`config.mk`:
```
export PLATFORM = sky130hd
export DESIGN_NAME = reg_write_scheduler
export DESIGN_NICKNAME = d
export VERILOG_FILES = /design/src/rtl/reg_pkg.sv /design/src/rtl/rr_arbiter.sv /design/src/rtl/reg_write_scheduler.sv
export SDC_FILE = /design/constraint.sdc
export NUM_CORES = 1
export LEC_CHECK = 0
export ABC_AREA = 1
export CORE_MARGIN = 4
export CORE_UTILIZATION = 41
export CTS_CLUSTER_SIZE = 12
export DETAILED_ROUTE_END_ITERATION = 16
export PLACE_DENSITY = 0.8
export RECOVER_POWER = 50
export SLEW_MARGIN = 20
export SYNTH_ARGS = -nofsm -noshare
export SYNTH_HDL_FRONTEND = slang
export SYNTH_HIERARCHICAL = 1
export SYNTH_SLANG_ARGS = --single-unit
```
`constraint.sdc`:
```
create_clock -name clk -period 2.8 [get_ports clk]
set_clock_uncertainty 0.15 [all_clocks]
set_input_delay 0.28 -clock clk [delete_from_list [all_inputs] [get_ports clk]]
set_output_delay 0.28 -clock clk [all_outputs]
set_load 0.01 [all_outputs]
```
`src/rtl/reg_pkg.sv`:
```
// Defaults shared with Reg_Block and the write-scheduler state encoding.
package reg_pkg;

    localparam int unsigned REG_ADDR_W = 8;
    localparam int unsigned REG_DATA_W = 16;

    localparam logic [0:0] ST_ARB   = 1'b0;
    localparam logic [0:0] ST_CLEAR = 1'b1;

    typedef enum logic [0:0] {
        ARB   = ST_ARB,
        CLEAR = ST_CLEAR
    } state_t;

endpackage

```
`src/rtl/rr_arbiter.sv`:
```
// Round-robin arbiter: one-hot grant, search starts one past the last winner.
module rr_arbiter #(
    parameter int unsigned NUM_REQ = 4
) (
    input  logic               clk,
    input  logic               rst,
    input  logic               i_en,
    input  logic [NUM_REQ-1:0] i_req,
    output logic [NUM_REQ-1:0] o_grant
);

    localparam int unsigned IDX_W = (NUM_REQ > 1) ? $clog2(NUM_REQ) : 1;

    logic [IDX_W-1:0] r_last;
    logic [IDX_W-1:0] w_idx;
    logic [IDX_W-1:0] w_win;
    logic             w_found;

    always_comb begin
        o_grant = '0;
        w_idx   = '0;
        w_win   = r_last;
        w_found = 1'b0;
        for (int unsigned k = 1; k <= NUM_REQ; k++) begin
            w_idx = IDX_W'((32'(r_last) + k) % NUM_REQ);
            if (i_en && !w_found && i_req[w_idx]) begin
                o_grant[w_idx] = 1'b1;
                w_win          = w_idx;
                w_found        = 1'b1;
            end
        end
    end

    // Reset parks the pointer on the last index so requester 0 is searched first.
    always_ff @(posedge clk) begin
        if (rst) begin
            r_last <= IDX_W'(NUM_REQ - 1);
        end else if (w_found) begin
            r_last <= w_win;
        end
    end

endmodule

```
`src/rtl/reg_write_scheduler.sv`:
```
// Shares the Reg_Block write port among NUM_REQ requesters; includes a clear sequencer.
module reg_write_scheduler
    import reg_pkg::*;
#(
    parameter int unsigned         NUM_REQ        = 4,
    parameter int unsigned         ADDR_W         = REG_ADDR_W,
    parameter int unsigned         DATA_W         = REG_DATA_W,
    parameter logic [DATA_W-1:0]   CLEAR_VALUE    = '0,
    parameter bit                  CLEAR_ON_RESET = 1'b1
) (
    input  logic                      clk,
    input  logic                      rst,
    input  logic [NUM_REQ-1:0]        Req,
    input  logic [NUM_REQ*ADDR_W-1:0] Req_Addr,
    input  logic [NUM_REQ*DATA_W-1:0] Req_Data,
    output logic [NUM_REQ-1:0]        Grant,
    input  logic                      Clear_Start,
    output logic                      Clear_Busy,
    output logic [ADDR_W-1:0]         Addr_In,
    output logic [DATA_W-1:0]         Data_In,
    output logic                      WE
);

    logic [0:0]        r_state;
    logic [ADDR_W:0]   r_cnt;
    logic              r_we;
    logic              r_busy;
    logic [ADDR_W-1:0] r_addr;
    logic [DATA_W-1:0] r_data;

    logic              w_arb_en;
    logic              w_xfer;
    logic [ADDR_W:0]   w_cnt_next;
    logic              w_last_clear;
    logic [ADDR_W-1:0] w_win_addr;
    logic [DATA_W-1:0] w_win_data;

    // Clear_Start blocks grants in its own cycle so no transfer races the clear entry.
    assign w_arb_en = (r_state == ST_ARB) && !Clear_Start;

    rr_arbiter #(
        .NUM_REQ (NUM_REQ)
    ) u_arb (
        .clk     (clk),
        .rst     (rst),
        .i_en    (w_arb_en),
        .i_req   (Req),
        .o_grant (Grant)
    );

    assign w_xfer       = |Grant;
    assign w_cnt_next   = r_cnt + 1'b1;
    assign w_last_clear = w_cnt_next[ADDR_W];

    always_comb begin
        w_win_addr = '0;
        w_win_data = '0;
        for (int unsigned i = 0; i < NUM_REQ; i++) begin
            if (Grant[i]) begin
                w_win_addr = w_win_addr | Req_Addr[i*ADDR_W +: ADDR_W];
                w_win_data = w_win_data | Req_Data[i*DATA_W +: DATA_W];
            end
        end
    end

    always_ff @(posedge clk) begin
        if (rst) begin
            r_state <= CLEAR_ON_RESET ? ST_CLEAR : ST_ARB;
            r_cnt   <= '0;
            r_we    <= 1'b0;
            r_busy  <= 1'b0;
            r_addr  <= '0;
            r_data  <= '0;
        end else if (r_state == ST_CLEAR) begin
            r_we   <= 1'b1;
            r_busy <= 1'b1;
            r_addr <= r_cnt[ADDR_W-1:0];
            r_data <= CLEAR_VALUE;
            if (w_last_clear) begin
                r_state <= ST_ARB;
                r_cnt   <= '0;
            end else begin
                r_cnt <= w_cnt_next;
            end
        end else begin
            r_busy <= 1'b0;
            r_we   <= w_xfer;
            if (w_xfer) begin
                r_addr <= w_win_addr;
                r_data <= w_win_data;
            end
            if (Clear_Start) begin
                r_state <= ST_CLEAR;
            end
        end
    end

    assign WE         = r_we;
    assign Addr_In    = r_addr;
    assign Data_In    = r_data;
    assign Clear_Busy = r_busy;

endmodule

```
Word level (Yosys, flattened, before mapping):

Index checks and enable logic that the tools add are counted.

* bits in registers: 38
* input bits: 103
* output and inout bits: 30

* add/sub/neg operators: 5
* order comparisons: 8
* muxes and demuxes: 44
* bitwise operators: 10
* reductions and logical operators: 21

Operators with widths (count)
* $mux 16: 4
* $mux 8: 7
* $or 16x16->16: 3
* $or 8x8->8: 3
* $mux 1: 17
* $mux 4: 4
* $logic_and 1x1->1: 12
* $lt 2x3->1 const B: 4
* $or 4x4->4: 3
* $add 9x1->9 const B: 1
* $bmux 1 s2: 4
* $demux 1 s2: 4
* $ge 2x1->1 const B: 4
* $mux 2: 4
* $add 2x1->2 const B: 2
* $add 2x2->2 const B: 2
* $logic_not 1->1: 4
* $reduce_bool 4->1: 1
* $reduce_or 4->1: 1
* $reduce_and 2->1: 1
* $reduce_bool 2->1: 1
* $reduce_or 2->1: 1
* $not 1->1: 1

Logic depth before layout (Yosys ltp):

Gate-level depths: netlist (run 1).

* word-level depth: 26
* depth in mapped cells: 17
* depth with buffers taken out: 15

Hierarchy:

Netlist (run 1), hierarchy kept.

Modules (own cells, without submodules)
* reg_write_scheduler: times used 1, cells an instance 359, area each 2184.6 um2, seq. area each 700.7 um2
* rr_arbiter: times used 1, cells an instance 85, area each 528.0 um2, seq. area each 40.0 um2

Worst setup path before layout (run 1):

No wires, ideal clock.

* path type: reg2reg
* start point: register u_arb.r_last[0]
* end point: register r_addr[0] (netlist: Addr_In[0])
* library setup time: 0.109 ns
* arrival: 2.250 ns
* path slack: 0.291 ns
* cell stages (with the launch flop): 18
* period minus slack after synthesis: 2.509 ns
* path through: dfxtp_1 inv_2 ha_1 inv_1 nand3_1 nand3_1 nand3_2 clkinv_2 nand3_1 nand3_1 buf_6 buf_6 nand2_1 nand2_1 o21ai_1 nand3_1 nand2_1 inv_1

RTL lines
* start, declared: RTL line rr_arbiter.sv:14 `logic [IDX_W-1:0] r_last;`
* start signal, assigned: RTL line rr_arbiter.sv:37 `r_last <= IDX_W'(NUM_REQ - 1);`
* start signal, assigned: RTL line rr_arbiter.sv:39 `r_last <= w_win;`
* branches (longest 16 deep; another with $lt 2x3->1)
* $mux 4 (*): RTL line rr_arbiter.sv:26 `if (i_en && !w_found && i_req[w_idx]) begin`
* named net Grant[1]: RTL line reg_write_scheduler.sv:16 `output logic [NUM_REQ-1:0] Grant,`
* $mux 8: RTL line reg_write_scheduler.sv:59 `if (Grant[i]) begin`
* $or 8x8->8: RTL line reg_write_scheduler.sv:60 `w_win_addr = w_win_addr | Req_Addr[i*ADDR_W +: ADDR_W];`
* $mux 8: RTL line reg_write_scheduler.sv:59
* $or 8x8->8: RTL line reg_write_scheduler.sv:60
* $mux 8: RTL line reg_write_scheduler.sv:59
* $mux 8: RTL line reg_write_scheduler.sv:88 `if (w_xfer) begin`
* $mux 8: RTL line reg_write_scheduler.sv:74 `end else if (r_state == ST_CLEAR) begin`
* end signal, assigned: RTL line reg_write_scheduler.sv:77 `r_addr <= r_cnt[ADDR_W-1:0];`
* end signal, assigned: RTL line reg_write_scheduler.sv:89 `r_addr <= w_win_addr;`
* end, declared: RTL line reg_write_scheduler.sv:28 `logic [ADDR_W-1:0] r_addr;`

Mark *: on every way through the listed nets, which the timed path passes. The select of a mux whose other input is x is not followed.
A chain may end at the register's enable or synchronous reset.

Final worst setup path (run 1):

* start point: register u_arb.r_last[1]
* end point: register r_addr[0] (netlist: Addr_In[0])

* longest elaborated chain between the ends: 26

RTL lines (RTL line)
* branches (longest 16 deep; another with $lt 2x3->1)
* $mux 4 (*): rr_arbiter.sv:26
* $mux 8: reg_write_scheduler.sv:59
* $or 8x8->8: reg_write_scheduler.sv:60
* $mux 8: reg_write_scheduler.sv:59
* $or 8x8->8: reg_write_scheduler.sv:60
* $mux 8: reg_write_scheduler.sv:59
* $or 8x8->8: reg_write_scheduler.sv:60
* $mux 8: reg_write_scheduler.sv:59
* $mux 8: reg_write_scheduler.sv:88
* $mux 8: reg_write_scheduler.sv:74

Every way passes the cells marked *. The select of a mux whose other input is x is not followed.

==> results of run 1 <==
cells in the final DEF, fill, tap and decap left out:
| cell type | instances |
|---|---|
| a21oi_1 | 17 |
| nor2_1 | 48 |
| nand2_2 | 4 |
| ha_2 | 1 |
| dfxtp_1 | 37 |
| inv_2 | 4 |
| nand3_1 | 47 |
| inv_1 | 14 |
| bufinv_16 | 2 |
| dlygate4sd2_1 | 2 |
| nor3_1 | 1 |
| clkinv_2 | 3 |
| nand2_1 | 201 |
| and2_1 | 4 |
| o21ai_1 | 4 |
| o21ai_0 | 2 |
| nand3_2 | 6 |
| nand2_4 | 1 |
| xor2_1 | 1 |
| dlymetal6s2s_1 | 2 |
| clkbuf_1 | 1 |
| nand4_1 | 14 |
| ha_1 | 7 |
| dlygate4sd3_1 | 23 |
| nand3b_1 | 1 |
| nor2_8 | 2 |
| clkbuf_8 | 5 |
| xnor2_1 | 2 |
| clkdlybuf4s50_1 | 105 |
| buf_4 | 8 |
| nor2_4 | 2 |
| a21boi_1 | 1 |
| buf_12 | 2 |
logic make-up (layout without fill, tap and decap cells):
group | after synthesis | count (layout) | synth area share (%)
AND/OR/NAND/NOR | 330 | 331 | 53.6
buffers and inverters | 42 | 171 | 9.92
flip-flops | 37 | 37 | 27.3
adder cells (fa/ha/maj) | 8 | 8 | 3.69
AO/OA/AOI/OAI | 24 | 24 | 4.52
XOR/XNOR | 3 | 3 | 0.969
worst max-delay path, stage by stage (launching register included):
cell and delay (ps):
dfxtp_1 330, inv_1 60, ha_2 380, inv_1 80, nand3_1 110, nand3_1 110, nand3_2 130, clkinv_2 80
nand3_1 70, nand3_1 130, buf_12 200, nor2_8 320, nand4_1 150, nand3_1 110, nand2_1 50, inv_1 50
through the flow:
step	setup WS [ps]	utilization, %	hold slack [ps]
floorplan	291	-	229
global placement	251	63.4	322
detailed placement	167	63.4	323
CTS	40.8	65.4	336
global route	0.866	65.5	365
finish	235	65.5	331
layout make-up:
type / count / area (um^2) / share of cell area, %
Sequential cell: 37 / 741 / 17.7
Tap cell: 77 / 96.3 / 2.30
Clock buffer: 5 / 68.8 / 1.65
Inverter: 20 / 77.6 / 1.86
Clock inverter: 3 / 65.1 / 1.56
Timing Repair Buffer: 143 / 1430 / 34.1
Multi-Input combinational cell: 366 / 1710 / 40.8
how the worst max path moves through the flow:
stage,cells after the start,slack (ps),end,from
3_3_place_gp,9,250,Grant[1],Clear_Start
2_1_floorplan,17,290,Addr_In[0]$_SDFFE_PP0P_,u_arb/r_last[0]$_SDFFE_PP1P_
3_5_place_dp,14,170,Addr_In[7]$_SDFFE_PP0P_,Clear_Start
4_1_cts,10,40,Grant[2],u_arb/r_last[0]$_SDFFE_PP1P_
6_report,15,230,Addr_In[0]$_SDFFE_PP0P_,u_arb/r_last[1]$_SDFFE_PP1P_
5_1_grt,15,0.9,Addr_In[7]$_SDFFE_PP0P_,u_arb/r_last[1]$_SDFFE_PP1P_
registers in the layout (all words and copies together) (netlist names):
register	flops
WE	1
Data_In	16
Clear_Busy	1
r_cnt	8
Addr_In	8
r_state	1
u_arb/r_last	2
routing by layer:
metal / global-route usage (%) / routed length, um
met5: 0 / 0
met4: 5.01 / 103
met2: 38.8 / 4350
met3: 4.79 / 871
met1: 25.4 / 3710
cells in the mapped netlist, drive strengths merged:
library cell	n
nand3	53
nor2	51
ha	8
nor3	1
buf	22
nand3b	1
xnor2	2
nand4	14
inv	18
xor2	1
a21oi	17
o21ai	6
clkinv	2
dfxtp	37
a21boi	1
nand2	206
and2	4
what timing repair did:
item	in CTS	in global routing
hold endpoints to repair	0	0
endpoints found under the setup margin	2	25
gates cloned	0	1
pin swaps	0	1
resized for setup	2	3
report_power, final:
group / internal [uW] / total, uW / switching [uW]
clock network: 354 / 540 / 186
logic: 138 / 187 / 48.7
registers: 534 / 539 / 5.56
==> results.toml, run 1 <==
[setup_path]
criticalPathCategory = "reg2reg"
cp.arrival_ps = 2650
crit_fanout = 25
r2r-end = "Addr_In[0]$_SDFFE_PP0P_"
r2r_slack_ps = 230
required_ps = 2880
end_kind = "register"
r2r-start = "u_arb/r_last[1]$_SDFFE_PP1P_"
cp-start-kind = "register"
reg2reg_depth = 15

[cts]
cts.sinks = 37
clk_pin_slew_ps = 80
cts-hold-fix-buffers = 0
cts_setup_buffers = 0
clk_path_buf_depth = 2
root_buffer = "clkbuf_8"
htreeDepth = 2
insertion_delay_ps = 280
cts_tree = "built"
cts_buffers = 5

[sta]
finalSetupViolations = 0
finalHoldViolations = 0
final_max_slew_viol_count = 0
finalCriticalPeriod_ps = 2570
slew_headroom_pct = 50.2
tightest_slew_ps = 747
setup_tns_ps = 0
grt_setup_unrepaired = "no"
finalCritPeriodShare_pct = 91.6
fmax_mhz = 390

[yosys]
seq_area_frac_synth_pct = 27.3
synth_nets = 555
synth_cells = 444
yosys.area.top_type_share_pct = 27.8
synth-seq-cells = 37
synth_area_um2 = 2710
yosys_warnings = 6
yosysUniqueCellTypes = 27
yosys.area.top_type = "nand2_1"
synth.area.top_cells = "nand2_1 (28%), dfxtp_1 (27%), nand3_1 (8.7%)"
syn_area_per_cell_um2 = 6.11

[pwr]
leakagePower_uw = 0.00198
total_power_uw = 1270
power.density_nw_per_um2 = 303
vdd_drop_max_mv = 0.338

[die]
fp.dieW_um = 89.3
die-height_um = 89.3
coreArea_um2 = 6390
row_count = 29
start_util_pct = 42.5
ioPinCount = 133
die_area_um2 = 7980

[routing]
drc = 0
wirelength_um = 9030
first_pass_iters = 4
ant_nets = 0
drt-vias-per-instance = 5.02
wire_per_inst_um = 13.9
drt_iter0_markers = 142
vias = 3269

[global_route]
grt_max_degree = 26
grt_pass1_vias = 3001
grt_pass1_wl_um = 13400
antenna_found_initial = 0
grt_use_total_pct = 21.4
gr-total-overflow = 0

[layout]
antenna_cells = 0
nNetsFinal = 684
drive_above_1_share_pct = 6.97
fill_cells = 610
syn2layout_area_growth_pct = 54.2
stdcell_count = 651
final_area_um2 = 4180

[placed_design]
port_buffers = 132
placed_cells = 642
placed_area_um2 = 4050
place_hpwl_um = 6970
gp_congestion = 0.896

[hold_path]
whs_path_depth = 2
holdPathEnd = "Data_In[12]$_SDFFE_PP0P_"
hold_path.class = "reg2reg"
hold_start = "Data_In[12]$_SDFFE_PP0P_"

[status]
status = "finished, final reports clean"

[flow_run]
cap_violations = 0
Note: power is estimated with default switching activity, not from simulation.
==> run 2: changes to the inputs <==
Settings changed: ABC_CLOCK_PERIOD_IN_PS from default to 2800, TNS_END_PERCENT from default to 1.
==> run 2 against run 1 <==
Against the previous run: routed wire length fell by 0.51%; global-route usage is the same; design area barely moved; largest cell class unchanged; combinational power about the same; final cell count decreased by 0.15%; sequential share of layout area hardly changed.
==> results.toml, run 2 (synthesized netlist as in run 1, its figures left out) <==
[pwr]
vdd_drop_max_mv = 0.338
power.density_nw_per_um2 = 303
leakagePower_uw = 0.00198

[die]
coreArea_um2 = 6390
row_count = 29
start_util_pct = 42.5
die-height_um = 89.3
fp.dieW_um = 89.3
ioPinCount = 133
die_area_um2 = 7980

[layout]
syn2layout_area_growth_pct = 54.1
largest_reg_flops = 16
drive_above_1_share_pct = 6.98
antenna_cells = 0
nNetsFinal = 683
final_common_cell = "nand2_1"
layout_common_cells = "nand2_1 (201), clkdlybuf4s50_1 (104), nor2_1 (48)"

[setup_path]
critPathLaunch = "u_arb/r_last[1]$_SDFFE_PP1P_"
r2r_slack_ps = 270
slowest_stage = "ha_2"
required_ps = 2880
cp-start-kind = "register"
crit_fanout = 25
criticalPathCategory = "reg2reg"
crit_end = "Addr_In[0]$_SDFFE_PP0P_"
reg2reg_depth = 15
path_cells = "inv_1 > ha_2 > inv_1 > nand3_1 > nand3_1 > nand3_2 > clkinv_2 > nand3_1 > nand3_1 > buf_12 > nor2_8 > nand4_1 > nand3_1 > nand2_1 > inv_1"
r2r-start = "u_arb/r_last[1]$_SDFFE_PP1P_"
slowest_delay_ps = 370
r2r-end = "Addr_In[0]$_SDFFE_PP0P_"
cp.arrival_ps = 2620
end_kind = "register"
cpMostUsedCell = "nand3_1"

[status]
status = "finished, final reports clean"

[hold_path]
whs_path_depth = 2
hold_path.class = "reg2reg"

[routing]
drt-vias-per-instance = 5.03
drt_iter0_markers = 161
ant_nets = 0
vias = 3271
first_pass_iters = 5
drc = 0
wire_per_inst_um = 13.8
wirelength_um = 8980

[cts]
cts.sinks = 37
cts_tree = "built"
cts-hold-fix-buffers = 0
cts_buffers = 5
htreeDepth = 2
cts_setup_buffers = 0
root_buffer = "clkbuf_8"
insertion_delay_ps = 280
clk_path_buf_depth = 2
clk_pin_slew_ps = 80

[global_route]
grt_util_met1_pct = 25.4
grt_use_total_pct = 21.4
use_met3_pct = 4.79
grt-busiest-layer = "met2"
grt_pass1_wl_um = 13400
antenna_found_initial = 0
grt_max_degree = 26
met2_usage_pct = 38.8
gr-total-overflow = 0
grt_pass1_vias = 3001

[placed_design]
pre_cts_ws_ps = 167
port_buffers = 132
place_hpwl_um = 6970
gp_congestion = 0.896

[sta]
fmax_mhz = 395
slew_headroom_pct = 48.5
setup_ws_ps = 267
finalHoldViolations = 0
finalSetupViolations = 0
final_max_slew_viol_count = 0
tightest_slew_ps = 772
grt_setup_unrepaired = "no"
setup_tns_ps = 0
finalCriticalPeriod_ps = 2530
finalCritPeriodShare_pct = 90.5

[flow_run]
cap_violations = 0
==> run 2: worst max-delay path, delay by kind of cell, from the launching register on <==
| family | cells | cell delay (ps) |
|---|---|---|
| AND/OR/NAND/NOR | 9 | 1160 |
| buffers and inverters | 5 | 480 |
| adder cells (fa/ha/maj) | 1 | 370 |
| flip-flops | 1 | 330 |
==> run 2: worst min path at each step <==
stage          slack (ps)                startpoint                      endpoint
2_1_floorplan         230                       rst  u_arb/r_last[1]$_SDFFE_PP1P_
3_3_place_gp          320   Data_In[6]$_SDFFE_PP0P_       Data_In[6]$_SDFFE_PP0P_
3_5_place_dp          320  Data_In[10]$_SDFFE_PP0P_      Data_In[10]$_SDFFE_PP0P_
4_1_cts               340  Data_In[10]$_SDFFE_PP0P_      Data_In[10]$_SDFFE_PP0P_
5_1_grt               360   Data_In[7]$_SDFFE_PP0P_       Data_In[7]$_SDFFE_PP0P_
6_report              330   Data_In[6]$_SDFFE_PP0P_       Data_In[6]$_SDFFE_PP0P_
==> run 2: final cells by class <==
class,instances,area [um^2]
clock buffers,5,68.8
clock inverters,3,65.1
fillers,614,2210
inverters,20,77.6
multi-input cells,365,1700
flip-flops and latches,37,741
well taps,77,96.3
repair buffers,143,1430
==> run 2: where the power goes <==
group	switching, uW	internal, uW	total [uW]
Sequential	5.41	534	539
Combinational	49.0	138	187
Clock	185	354	539
==> run 2: metrics by stage <==
step                util (%)  std cells  hold slack [ps]  area [um^2]  total power, uW
finish                  65.4        650              331         4180             1260
global route            65.4        650              362         4180             1320
CTS                     65.4        650              336         4180             1280
detailed placement      63.4        642              323         4050              739
global placement        63.4        642              322         4050              737
floorplan                  -        444              229         2710              578
==> run 2: routing by layer <==
metal,wire length [um],up-vias,share of wire [%]
met2,4320,120,48
met3,886,11,9.9
met1,3670,1472,41
met5,0,-,0
met4,106,0,1.2
li1,-,1668,-
==> run 2: timing repair <==
item                                    in CTS  in global routing
pin swaps                                    0                  2
gates resized for setup                      2                  5
endpoints found under the setup margin       2                 25
==> run 3: changes to the inputs <==
Settings changed: ABC_CLOCK_PERIOD_IN_PS 2800 to 2660, CORE_MARGIN 4 to 2.
Clock period 2.8 ns to 2.66 ns, I/O delays scaled along.
==> run 3 against run 2 <==
Against the previous run: setup slack lost 12 ps; critical path type unchanged; sequential share of layout area decreased by 0.097 points; maximum frequency increased by 5.3%; count of clock-buffer cells in the layout unchanged; hold slack is essentially flat; non-clock buffer count up 5; die area is 8.8% lower; clock power shrank 29%; core utilization grew 0.47 points; highest routed layer unchanged; largest cell class unchanged; routed wire length down 0.24%.
==> results.toml, run 3 (synthesized netlist as in run 1, its figures left out) <==
[status]
status = "finished, final reports clean"

[routing]
wirelength_um = 8960
drt_iter0_markers = 131
vias = 3325
drc = 0
drt-vias-per-instance = 5.08
ant_nets = 0
first_pass_iters = 5
wire_per_inst_um = 13.7

[sta]
finalCriticalPeriod_ps = 2410
finalHoldViolations = 0
whs_ps = 332
finalSetupViolations = 0
fmax_mhz = 416
finalCritPeriodShare_pct = 90.4
setup_tns_ps = 0
grt_setup_unrepaired = "no"
final_max_slew_viol_count = 0
slew_headroom_pct = 58.4
tightest_slew_ps = 623

[layout]
nNetsFinal = 688
fill_cells = 578
layout_common_cells = "nand2_1 (201), clkdlybuf4s50_1 (104), nor2_1 (48)"
drive_above_1_share_pct = 7.61
antenna_cells = 0
fin_util_pct = 65.9
final_common_cell = "nand2_1"
syn2layout_area_growth_pct = 55.2
largest_reg_flops = 16

[setup_path]
criticalPathCategory = "reg2reg"
crit_fanout = 16
cp_top_family = "simple AND/OR/NAND/NOR gates"
cp-start-kind = "register"
slowest_stage = "dfxtp_2"
critPathBufInv = 5
required_ps = 2690
reg2reg_depth = 15
r2r_slack_ps = 250
cpMostUsedCell = "nand3_1"
end_kind = "register"
path_cells = "inv_1 > ha_4 > inv_1 > nand3_1 > nand3_1 > nand3_2 > clkinv_2 > nand3_1 > nand3_1 > buf_4 > buf_4 > nand2_1 > nand2_1 > nor2_1 > a21oi_1"
r2r-start = "u_arb/r_last[1]$_SDFFE_PP1P_"
cp.arrival_ps = 2430
r2r-end = "Data_In[5]$_SDFFE_PP0P_"
slowest_delay_ps = 340

[die]
die-height_um = 85.3
start_util_pct = 42.5
fp.dieW_um = 85.3
ioPinCount = 133
row_count = 29
coreArea_um2 = 6390
die_area_um2 = 7280

[pwr]
comb_power_share_pct = 17.4
p_sw_uw = 261
vdd_drop_max_mv = 0.215
seq_power_share_pct = 49.5
p_clk_share_pct = 33.1
power.density_nw_per_um2 = 273
leakagePower_uw = 0.00198
p_int_uw = 888
swShare_pct = 22.7

[cts]
htreeDepth = 2
root_buffer = "clkbuf_8"
cts_buffers = 5
cts_tree = "built"
insertion_delay_ps = 280
clk_pin_slew_ps = 80
cts.sinks = 37
clk_path_buf_depth = 2

[global_route]
grt_use_total_pct = 24.1
grt_pass1_vias = 3017
gr-total-overflow = 0
grt_max_degree = 20
grt_pass1_wl_um = 14300
antenna_found_initial = 0

[placed_design]
gp_congestion = 0.937
port_buffers = 132
place_hpwl_um = 6910

[hold_path]
hold_path.class = "reg2reg"
holdPathEnd = "Data_In[14]$_SDFFE_PP0P_"
whs_path_depth = 2
hold_start = "Data_In[14]$_SDFFE_PP0P_"

[flow_run]
cap_violations = 0
run 3: through the flow:
| step | std cells | setup slack [ps] | total power, uW | cell area, um^2 |
|---|---|---|---|---|
| after detailed placement | 647 | 90.2 | 781 | 4120 |
| after global routing | 655 | 35.1 | 1200 | 4210 |
| final | 655 | 255 | 1150 | 4210 |
| after global placement | 647 | 158 | 781 | 4120 |
| after floorplan | 444 | 151 | 609 | 2710 |
| after CTS | 655 | 1.95 | 1160 | 4220 |
run 3: worst min-delay path: stages, from the launching register on:
cell     delay (ps)
dfxtp_1         310
nand3_1          70
a21oi_1          60
run 3: metal layers:
layer / global-route usage, % / wire [um]
met1: 29.6 / 3710
met2: 43.3 / 4390
met3: 4.38 / 758
met4: 5.77 / 104
met5: 0 / 0
run 3: how the worst max path moves through the flow:
| stage | slack, ps | endpoint | start | cells past startpoint |
|---|---|---|---|---|
| 6_report | 250 | Data_In[5]$_SDFFE_PP0P_ | u_arb/r_last[1]$_SDFFE_PP1P_ | 15 |
| 3_5_place_dp | 90 | Data_In[14]$_SDFFE_PP0P_ | Clear_Start | 12 |
| 5_1_grt | 40 | Data_In[7]$_SDFFE_PP0P_ | u_arb/r_last[1]$_SDFFE_PP1P_ | 14 |
| 2_1_floorplan | 150 | Addr_In[0]$_SDFFE_PP0P_ | u_arb/r_last[0]$_SDFFE_PP1P_ | 17 |
| 3_3_place_gp | 160 | Data_In[14]$_SDFFE_PP0P_ | Clear_Start | 12 |
| 4_1_cts | 2 | Grant[0] | u_arb/r_last[1]$_SDFFE_PP1P_ | 10 |
run 3: final cells by class:
class                   instances  area (um^2)  share of cell area [%]
clock buffers                   5         68.8                    1.63
clock inverters                 3         17.5                   0.416
inverters                      20         77.6                    1.84
multi-input cells             365         1700                    40.5
flip-flops and latches         37          742                    17.6
well taps                      77         96.3                    2.29
repair buffers                148         1500                    35.7
run 3: repair_timing:
action,in CTS,in global routing
gates cloned,0,0
buffers inserted,0,0
hold buffers,0,0
gates resized for setup,4,2
setup endpoints to repair,4,4
pin swaps,0,2
run 3: power groups by stage:
stage,combinational (uW),clock [uW],sequential (uW)
2_1_floorplan,27.6,0,581
3_3_place_gp,201,0,580
3_5_place_dp,200,0,581
4_1_cts,202,393,568
5_1_grt,211,416,569
6_report,200,380,569
